### config.mk
export PLATFORM = sky130hd
export DESIGN_NAME = detector_jogada
export DESIGN_NICKNAME = d
export VERILOG_FILES = /design/src/rtl/detector_jogada.sv
export SDC_FILE = /design/constraint.sdc
export NUM_CORES = 1
export LEC_CHECK = 0
export CORE_ASPECT_RATIO = 1.1
export CORE_MARGIN = 2
export CORE_UTILIZATION = 41
export DETAILED_ROUTE_END_ITERATION = 7
export PLACE_DENSITY_LB_ADDON = 0.1
export SLEW_MARGIN = 5
export SYNTH_ARGS = -nofsm -noshare
export SYNTH_HDL_FRONTEND = slang
export SYNTH_SLANG_ARGS = --single-unit
export TNS_END_PERCENT = 1
### constraint.sdc
create_clock -name clock -period 1.9 [get_ports clock]
set_input_delay 0.475 -clock clock [delete_from_list [all_inputs] [get_ports clock]]
set_output_delay 0.475 -clock clock [all_outputs]
set_load 0.005 [all_outputs]
### src/rtl/detector_jogada.sv
// Button-press conditioner for the memory game: debounces the raw one-hot button bus,
// rejects multi-button patterns and demands a full release before accepting another move.
module detector_jogada #(
  parameter int DEBOUNCE_CYCLES = 4
) (
  input  logic       clock,
  input  logic       reset,
  input  logic [3:0] botoes,
  input  logic       limpa,
  output logic [3:0] jogada,
  output logic       tem_jogada,
  output logic       jogada_invalida,
  output logic [2:0] db_estado
);

  localparam int CW = $clog2(DEBOUNCE_CYCLES + 1);
  localparam logic [CW-1:0] CONT_ZERO = CW'(0);
  localparam logic [CW-1:0] CONT_ONE  = CW'(1);
  localparam logic [CW-1:0] CONT_LAST = CW'(DEBOUNCE_CYCLES - 1);
  localparam logic [CW-1:0] CONT_MAX  = CW'(DEBOUNCE_CYCLES);

  typedef enum logic [2:0] {
    OCIOSO       = 3'd0,
    FILTRO       = 3'd1,
    REGISTRA     = 3'd2,
    INVALIDA     = 3'd3,
    ESPERA_SOLTA = 3'd4
  } estado_t;

  estado_t       estado_q, estado_d;
  logic [CW-1:0] cont_q, cont_d;
  logic [3:0]    amostra_q, amostra_d;
  logic [3:0]    jogada_q, jogada_d;
  logic          carrega_s;

  function automatic logic one_hot(input logic [3:0] v);
    return (v != 4'b0000) && ((v & (v - 4'd1)) == 4'b0000);
  endfunction

  function automatic logic [CW-1:0] sat_inc(input logic [CW-1:0] c);
    return (c < CONT_MAX) ? (c + CONT_ONE) : c;
  endfunction

  // State, counter, candidate pattern and move registers
  always_ff @(posedge clock) begin
    if (reset) begin
      estado_q  <= ESPERA_SOLTA;
      cont_q    <= CONT_ZERO;
      amostra_q <= 4'b0000;
      jogada_q  <= 4'b0000;
    end else begin
      estado_q  <= estado_d;
      cont_q    <= cont_d;
      amostra_q <= amostra_d;
      jogada_q  <= jogada_d;
    end
  end

  // Next-state logic: filter the press, classify it, then wait for a clean release
  always_comb begin
    estado_d  = estado_q;
    cont_d    = cont_q;
    amostra_d = amostra_q;
    carrega_s = 1'b0;
    case (estado_q)
      OCIOSO: begin
        if (botoes != 4'b0000) begin
          estado_d  = FILTRO;
          amostra_d = botoes;
          cont_d    = CONT_ONE;
        end else begin
          estado_d  = OCIOSO;
        end
      end
      FILTRO: begin
        if (botoes == 4'b0000) begin
          estado_d = OCIOSO;
        end else if (botoes != amostra_q) begin
          // a different pattern restarts the stability count on that pattern
          amostra_d = botoes;
          cont_d    = CONT_ONE;
        end else if (cont_q < CONT_LAST) begin
          cont_d = sat_inc(cont_q);
        end else if (one_hot(amostra_q)) begin
          estado_d  = REGISTRA;
          carrega_s = 1'b1;
        end else begin
          estado_d = INVALIDA;
        end
      end
      REGISTRA: begin
        estado_d = ESPERA_SOLTA;
        cont_d   = CONT_ZERO;
      end
      INVALIDA: begin
        estado_d = ESPERA_SOLTA;
        cont_d   = CONT_ZERO;
      end
      ESPERA_SOLTA: begin
        if (botoes != 4'b0000) begin
          cont_d = CONT_ZERO;
        end else if (cont_q >= CONT_LAST) begin
          estado_d = OCIOSO;
          cont_d   = sat_inc(cont_q);
        end else begin
          cont_d = sat_inc(cont_q);
        end
      end
      default: begin
        estado_d = ESPERA_SOLTA;
        cont_d   = CONT_ZERO;
      end
    endcase
  end

  // Move register: a fresh load takes priority over a clear request
  always_comb begin
    jogada_d = jogada_q;
    if (carrega_s) begin
      jogada_d = amostra_q;
    end else if (limpa) begin
      jogada_d = 4'b0000;
    end else begin
      jogada_d = jogada_q;
    end
  end

  assign jogada          = jogada_q;
  assign tem_jogada      = (estado_q == REGISTRA);
  assign jogada_invalida = (estado_q == INVALIDA);
  assign db_estado       = estado_q;

endmodule

Word level (Yosys, flattened, before mapping)

Cells that the tools add are included.

Add/sub/neg operators: 2
Magnitude comparators: 3
Equal/unequal tests: 13
Muxes and demuxes: 26
Bitwise logic cells: 1
Reduce and logical (&&, ||, !) cells: 11

Operators by type and width:

| kind                                                                  | count |
|---|---|
| 3-bit two-way mux                                                     | 11 |
| 4-bit two-way mux                                                     | 5 |
| 3-bit one-hot mux with 3 select lines                                 | 2 |
| 2-bit inequality test, second input constant                          | 5 |
| 3-bit inequality test, second input constant                          | 3 |
| 4-bit zero test                                                       | 2 |
| 4-bit one-hot mux with 2 select lines                                 | 1 |
| 4-bit AND reduction                                                   | 2 |
| 4-bit nonzero test                                                    | 2 |
| 1-bit two-way mux                                                     | 7 |
| 3-bit by 2-bit equality test with 1-bit output, second input constant | 2 |
| 4-bit bitwise AND                                                     | 1 |
| 4-bit inequality test                                                 | 1 |
| 2-bit nonzero test                                                    | 2 |
| 4-bit by 1-bit subtractor with 4-bit output, second input constant    | 1 |
| 3-bit by 1-bit adder with 3-bit output, second input constant         | 1 |
| 3-bit by 1-bit equality test with 1-bit output, second input constant | 1 |
| 3-bit equality test, second input constant                            | 1 |
| 3-bit by 2-bit >= comparator with 1-bit output, second input constant | 1 |
| 3-bit zero test                                                       | 1 |
| 3-bit by 2-bit < comparator with 1-bit output, second input constant  | 1 |
| 3-bit < comparator, second input constant                             | 1 |
| 3-bit AND reduction                                                   | 1 |
| 1-bit logical AND                                                     | 1 |

Flip-flop bits (word level): 14
Input bits: 7
Output and inout bits: 9
Word-level logic and storage cells: 60

Depth between registers and ports, before layout

Gate-level depths: netlist of run 1.

Word-level depth: 10
Depth in mapped cells: 6
Mapped depth without buffers: 5

Worst setup path before layout of run 1

Ideal clock, no wire load.

Kind: input port to flip-flop
Start point: input port botoes[3]
End point: register jogada_q[0], in the netlist jogada[0]
Setup time: 0.128 ns
Arrival: 1.702 ns
Required time: 1.772 ns
Path slack: 0.071 ns
Cell stages on the path: 6
Buffers on the path: 1
Cell sequence: or4_1 -> buf_2 -> and3_1 -> o2111ai_2 -> mux2i_1 -> nor2_1

Longest elaborated chain between the ends: 5
Elaborated cells between the ends (all ways): 7
Classes of those cells: 1 x eq/ne; 4 x mux; 2 x reduce/logical

Ends and longest elaborated chain:

| what                                                           | line | source |
|---|---|---|
| start, declared                                                | 8    | `input logic [3:0] botoes,` |
| 4-bit inequality test                                          | 78   | `end else if (botoes != amostra_q) begin` |
| 1-bit two-way mux                                              | 78   |  |
| 1-bit two-way mux (*)                                          | 76   | `if (botoes == 4'b0000) begin` |
| 1-bit two-way mux (*)                                          | 65   | `case (estado_q)` |
| 4-bit two-way mux / 2-bit nonzero test (equally long branches) | n/a  |  |
| end signal, assigned                                           | 55   | `jogada_q <= jogada_d;` |
| end, declared                                                  | 33   | `logic [3:0] jogada_q, jogada_d;` |

Mark *: on every way between the ends. The rest lies on a longest branch, timed or not.
A chain may end at the register's enable or synchronous reset.

Final worst setup path of run 1

Start point: input port botoes[2]
End point: register cont_q[1]

Longest elaborated chain between the ends: 4
Elaborated cells between the ends (all ways): 11
Classes of those cells: 4 x eq/ne; 4 x mux; 3 x reduce/logical

Ends and longest elaborated chain:

| what                                  | line | source |
|---|---|---|
| 4-bit inequality test                 | 78   |  |
| 3-bit two-way mux                     | 78   |  |
| 3-bit two-way mux                     | 76   |  |
| 3-bit one-hot mux with 3 select lines | 65   |  |
| end signal, assigned                  | 53   | `cont_q <= cont_d;` |
| end, declared                         | 31   | `logic [CW-1:0] cont_q, cont_d;` |

Several ways; a longest one is shown, not always the timed one. The select of a mux whose other input is x is not followed.

==> flow_metrics.py, run 1 <==
metrics = {
    "floorplan": {
        "dieArea_um2": 2410,
        "rows": 17,
        "start_util_pct": 42.5,
        "core_um2": 1960,
        "die-height_um": 51.2,
        "die_x_um": 47.0,
        "io_pins": 16,
    },
    "synthesis": {
        "synth-async-reset-ratio_pct": 0,
        "yosysWarningCount": 0,
        "syn_inst": 95,
        "synth.most_common_cell": "dfxtp_1",
        "ys_seq_elements": 14,
        "synth_nets": 103,
        "synth_top_cell_area_share_pct": 33.7,
        "synth_area_leader_cell": "dfxtp_1",
        "synth.distinct_cells": 37,
        "syn_area_per_cell_um2": 8.76,
        "synth-main-ff-cell": "dfxtp_1",
        "synthTopCellsByCount": "14 x dfxtp_1, 11 x nand2_1, 7 x a21oi_1, 7 x nor2_1",
        "syn-cell-area_um2": 832,
        "synth_edf_count": 0,
        "yosysSeqAreaShare_pct": 33.7,
        "synth_top_cells_by_area": "dfxtp_1 34%, xor2_1 5.3%, nand2_1 5.0%",
    },
    "cts": {
        "clk_latency_ns": 0.28,
        "numCtsBuffers": 3,
        "cts_root_buffer": "clkbuf_4",
        "cts.sinks": 14,
        "cts.clk_slew.worst_paths_ns": 0.09,
        "clock_path_buffers": 2,
        "h-tree-depth": 1,
        "cts_tree": "built",
    },
    "pwr": {
        "leakagePower_uw": 0.000472,
        "switching_share_pct": 28.9,
        "pwr-share-clk_pct": 26.5,
        "pwr-share-comb_pct": 23.6,
        "vdd_drop_max_mv": 0.311,
        "power.switching_uw": 186,
        "intPower_uw": 457,
        "power.density_nw_per_um2": 542,
        "seqPwrFrac_pct": 49.9,
    },
    "worst_setup_path": {
        "start_kind": "primary input",
        "cp.required_ns": 2.11,
        "worstPathArrival_ns": 2.01,
        "crit_path_end_kind": "flip-flop",
        "crit_fanout": 6,
        "worstSetupPathType": "in -> reg",
    },
    "placement": {
        "place_ws_ns": -0.478,
        "io_buffers": 15,
        "dp_hpwl_um": 1470,
        "place.gp.congestion": 0.808,
    },
    "route": {
        "drc": 0,
        "postRouteAntennaNets": 0,
        "firstDrtPassIters": 4,
        "wl_um": 1900,
        "detail_route.iter0.violations": 15,
        "num_vias": 815,
        "routedWlPerCell_um": 12.3,
        "viasPerCell": 5.26,
    },
    "sta": {
        "skew_ns": 0.00717,
        "slew-limit-headroom_pct": 67.9,
        "period_minus_slack_ns": 1.80,
        "fmax_mhz": 555,
        "slew_viol_final": 0,
        "timing_hold_violations_final": 0,
        "setup_viol": 0,
        "rsz0062_at_grt": "false",
        "worst_pin_slew_ns": 0.478,
        "fin_ws_ns": 0.0974,
        "finalSetupTns_ns": 0,
        "fin_crit_sh_pct": 94.9,
    },
    "outcome": {
        "status": "completed",
    },
    "global_route": {
        "antenna_found_initial": 0,
        "grt_max_degree": 11,
        "globalRoute.totalOverflow": 0,
        "grt_pass1_wl_um": 3260,
        "first_global_vias": 792,
        "grtUsageTotal_pct": 18.7,
    },
    "hold_path": {
        "min_path_type": "reg -> reg",
    },
    "flow_run": {
        "drv_cap": 0,
    },
    "layout": {
        "antennaDiodeCount": 0,
        "layout-drive-gt1-share_pct": 25.2,
        "nets": 137,
        "areaGrowthSynthToFinish_pct": 42.7,
    },
}
[layout make-up]
cell class,count,area [um^2]
fillers,198,769
multi-input cells,74,549
repair buffers,34,292
flip-flops and latches,14,282
well taps,28,35.0
clock buffers,3,22.5
inverters,2,7.51
[path summary, 6_finish.rpt]
check        slack, ns    startpoint           end  cells after the start
min reg2reg       0.54  amostra_q[3]  amostra_q[3]                      2
max                0.1     botoes[2]     cont_q[1]                      6
max reg2reg       0.28  amostra_q[0]     cont_q[0]                      7
min               0.54  amostra_q[3]  amostra_q[3]                      2
[timing repair]
item,in CTS,in global routing
pin swaps,4,0
resized for setup,8,2
hold buffers,0,0
endpoints found under the setup margin,13,2
buffers inserted,1,0
[stage by stage]
step | hold slack (ns) | util [%] | instance area, um^2 | total power, uW | std cells
2_1_floorplan | 0.492 | - | 832 | 396 | 95
3_3_place_gp | 0.518 | 57.8 | 1130 | 472 | 151
3_5_place_dp | 0.528 | 57.8 | 1130 | 474 | 151
4_1_cts | 0.542 | 60.4 | 1180 | 648 | 155
5_1_grt | 0.564 | 60.7 | 1190 | 682 | 155
6_report | 0.543 | 60.7 | 1190 | 643 | 155
[critical path, stage by stage]
cell and delay (ns):
dlygate4sd2_1 0.24, or4_4 0.59, nor4b_2 0.26, a31o_2 0.16, nand4b_1 0.10, a31oi_1 0.18
[power groups by stage]
stage	combinational (uW)	sequential [uW]	clock [uW]
global placement	146	326	0
finish	152	321	170
detailed placement	147	327	0
global route	166	323	193
CTS	151	320	177
floorplan	72.0	324	0
[logic make-up after synthesis]
| kind of cell | Yosys count | share of synthesized area [%] |
|---|---|---|
| buffers and inverters | 7 | 3.46 |
| XOR/XNOR | 6 | 6.32 |
| flip-flops | 14 | 33.7 |
| adder cells (fa/ha/maj) | 1 | 1.50 |
| multiplexers | 4 | 4.81 |
| AO/OA/AOI/OAI | 21 | 19.7 |
| AND/OR/NAND/NOR | 42 | 30.5 |
[metal layers]
metal	up-vias	track usage [%]	wire length, um
met4	0	11.6	42
met3	7	4.59	72
met1	383	20.3	814
li1	408	-	-
met2	17	31.1	970
met5	-	0	0
[state kept, by name, summed over array words and instances, names as in the netlist]
register   flops
cont_q         3
jogada         4
db_estado      3
amostra_q      4
[layout by cell type (no fill, tap or decap), types with 2 or more instances in the layout]
cell type	synthesis	final
buf_4	0	18
dfxtp_1	14	13
nand2_1	11	11
clkdlybuf4s50_1	0	11
nor2_1	7	7
a21oi_1	7	7
nor2b_1	5	5
a211oi_1	5	5
xor2_1	5	5
mux2i_1	4	4
dlygate4sd2_1	0	4
clkbuf_4	0	3
nand2b_1	2	2
nand4b_1	2	2
nand3_1	2	2
a31oi_1	2	2
inv_1	2	2
Power figures use the tool's default switching activity.
==> inputs of run 2 (changes only) <==
CORE_MARGIN = default   (was 2)
==> flow_metrics.py, run 2 (synthesized netlist as in run 1, its figures left out) <==
metrics = {
    "sta": {
        "setup_viol": 0,
        "slew_viol_final": 0,
        "fin_crit_sh_pct": 95.4,
        "rsz0062_at_grt": "false",
        "period_minus_slack_ns": 1.81,
        "worst_pin_slew_ns": 0.446,
        "timing_hold_violations_final": 0,
        "hold_ws_ns": 0.504,
        "fin_ws_ns": 0.0874,
        "fmax_mhz": 552,
        "slew-limit-headroom_pct": 70.1,
        "skew_ns": 0.00401,
    },
    "cts": {
        "clk_latency_ns": 0.29,
        "cts.clk_slew.worst_paths_ns": 0.09,
        "h-tree-depth": 1,
        "cts_tree": "built",
        "numCtsBuffers": 3,
        "clock_path_buffers": 2,
        "cts_root_buffer": "clkbuf_4",
        "cts.sinks": 14,
    },
    "layout": {
        "layout-drive-gt1-share_pct": 22.1,
        "areaGrowthSynthToFinish_pct": 40.3,
        "nets": 131,
        "antennaDiodeCount": 0,
        "mostFrequentLayoutCells": "13 x dfxtp_1, 12 x buf_4, 11 x nand2_1, 11 x clkdlybuf4s50_1",
        "mostFrequentLayoutCell": "dfxtp_1",
    },
    "outcome": {
        "status": "completed",
    },
    "placement": {
        "io_buffers": 15,
        "place.gp.congestion": 0.803,
        "place_ws_ns": -0.523,
        "dp_hpwl_um": 1270,
    },
    "worst_setup_path": {
        "cp.required_ns": 2.07,
        "worstPathArrival_ns": 1.99,
        "crit_path_end_kind": "flip-flop",
        "worstSetupPathType": "in -> reg",
        "start_kind": "primary input",
        "crit_fanout": 8,
    },
    "pwr": {
        "vdd_drop_max_mv": 0.374,
        "power.density_nw_per_um2": 581,
        "leakagePower_uw": 0.000463,
    },
    "floorplan": {
        "rows": 16,
        "start_util_pct": 45.2,
        "die_x_um": 45.0,
        "dieArea_um2": 2210,
        "core_um2": 1840,
        "io_pins": 16,
        "die-height_um": 49.2,
    },
    "global_route": {
        "grtUsageTotal_pct": 19.0,
        "globalRoute.totalOverflow": 0,
        "grt_pass1_wl_um": 3100,
        "first_global_vias": 707,
        "grt_max_degree": 13,
        "antenna_found_initial": 0,
    },
    "flow_run": {
        "drv_cap": 0,
    },
    "route": {
        "drc": 0,
        "viasPerCell": 5.14,
        "num_vias": 766,
        "wl_um": 1820,
        "firstDrtPassIters": 4,
        "detail_route.iter0.violations": 14,
        "routedWlPerCell_um": 12.2,
        "postRouteAntennaNets": 0,
    },
    "hold_path": {
        "min_path_type": "in -> reg",
    },
}
-- run 2: worst paths after layout --
path | slack (ns) | from | depth (start not counted) | end
max reg2reg | 0.25 | amostra_q[0] | 7 | cont_q[2]
max | 0.09 | botoes[2] | 7 | cont_q[2]
min reg2reg | 0.54 | amostra_q[1] | 2 | amostra_q[1]
min | 0.50 | botoes[0] | 3 | amostra_q[0]
-- run 2: routing by layer --
metal  share of wire [%]  wire [um]  track usage, %  vias to the layer above
li1                    -          -               -                      396
met1                  50        905            24.9                      351
met2                  46        834            29.5                       14
met3                 1.9         35            3.33                        5
met4                 2.2         40            9.09                        0
met5                   0          0               0                        -
-- run 2: power by group --
| part | total (uW) | internal [uW] | leakage (uW) | switching [uW] |
|---|---|---|---|---|
| registers | 318 | 304 | 0.000114 | 14.0 |
| logic | 140 | 69.6 | 0.000328 | 70.8 |
| clock network | 220 | 117 | 0.0000210 | 103 |
-- run 2: final cells by class --
class | count | area [um^2]
clock buffer | 4 | 36.3
fill | 170 | 674
inverter | 2 | 7.51
multi-input combinational | 74 | 549
sequential | 14 | 282
tap | 27 | 33.8
timing repair buffer | 28 | 259
-- run 2: through the flow --
step | instances | setup TNS (ns) | cell area [um^2] | total power (uW) | utilization, %
2_1_floorplan | 95 | 0 | 832 | 396 | -
3_3_place_gp | 144 | -5.52 | 1080 | 460 | 58.9
3_5_place_dp | 144 | -5.83 | 1080 | 462 | 58.9
4_1_cts | 149 | 0 | 1150 | 684 | 62.6
5_1_grt | 149 | 0 | 1170 | 718 | 63.4
6_report | 149 | 0 | 1170 | 678 | 63.4
-- run 2: worst max-delay path, cell delays in order --
cell,delay (ns)
dlygate4sd2_1,0.25
or4_4,0.61
nor3_4,0.21
a41oi_4,0.07
buf_12,0.16
a21oi_1,0.16
a211oi_2,0.06
-- run 2: timing repair --
action,CTS,global route
hold buffers,0,0
resized for setup,6,3
pin swaps,5,0
setup buffers,1,0
endpoints found under the setup margin,13,10
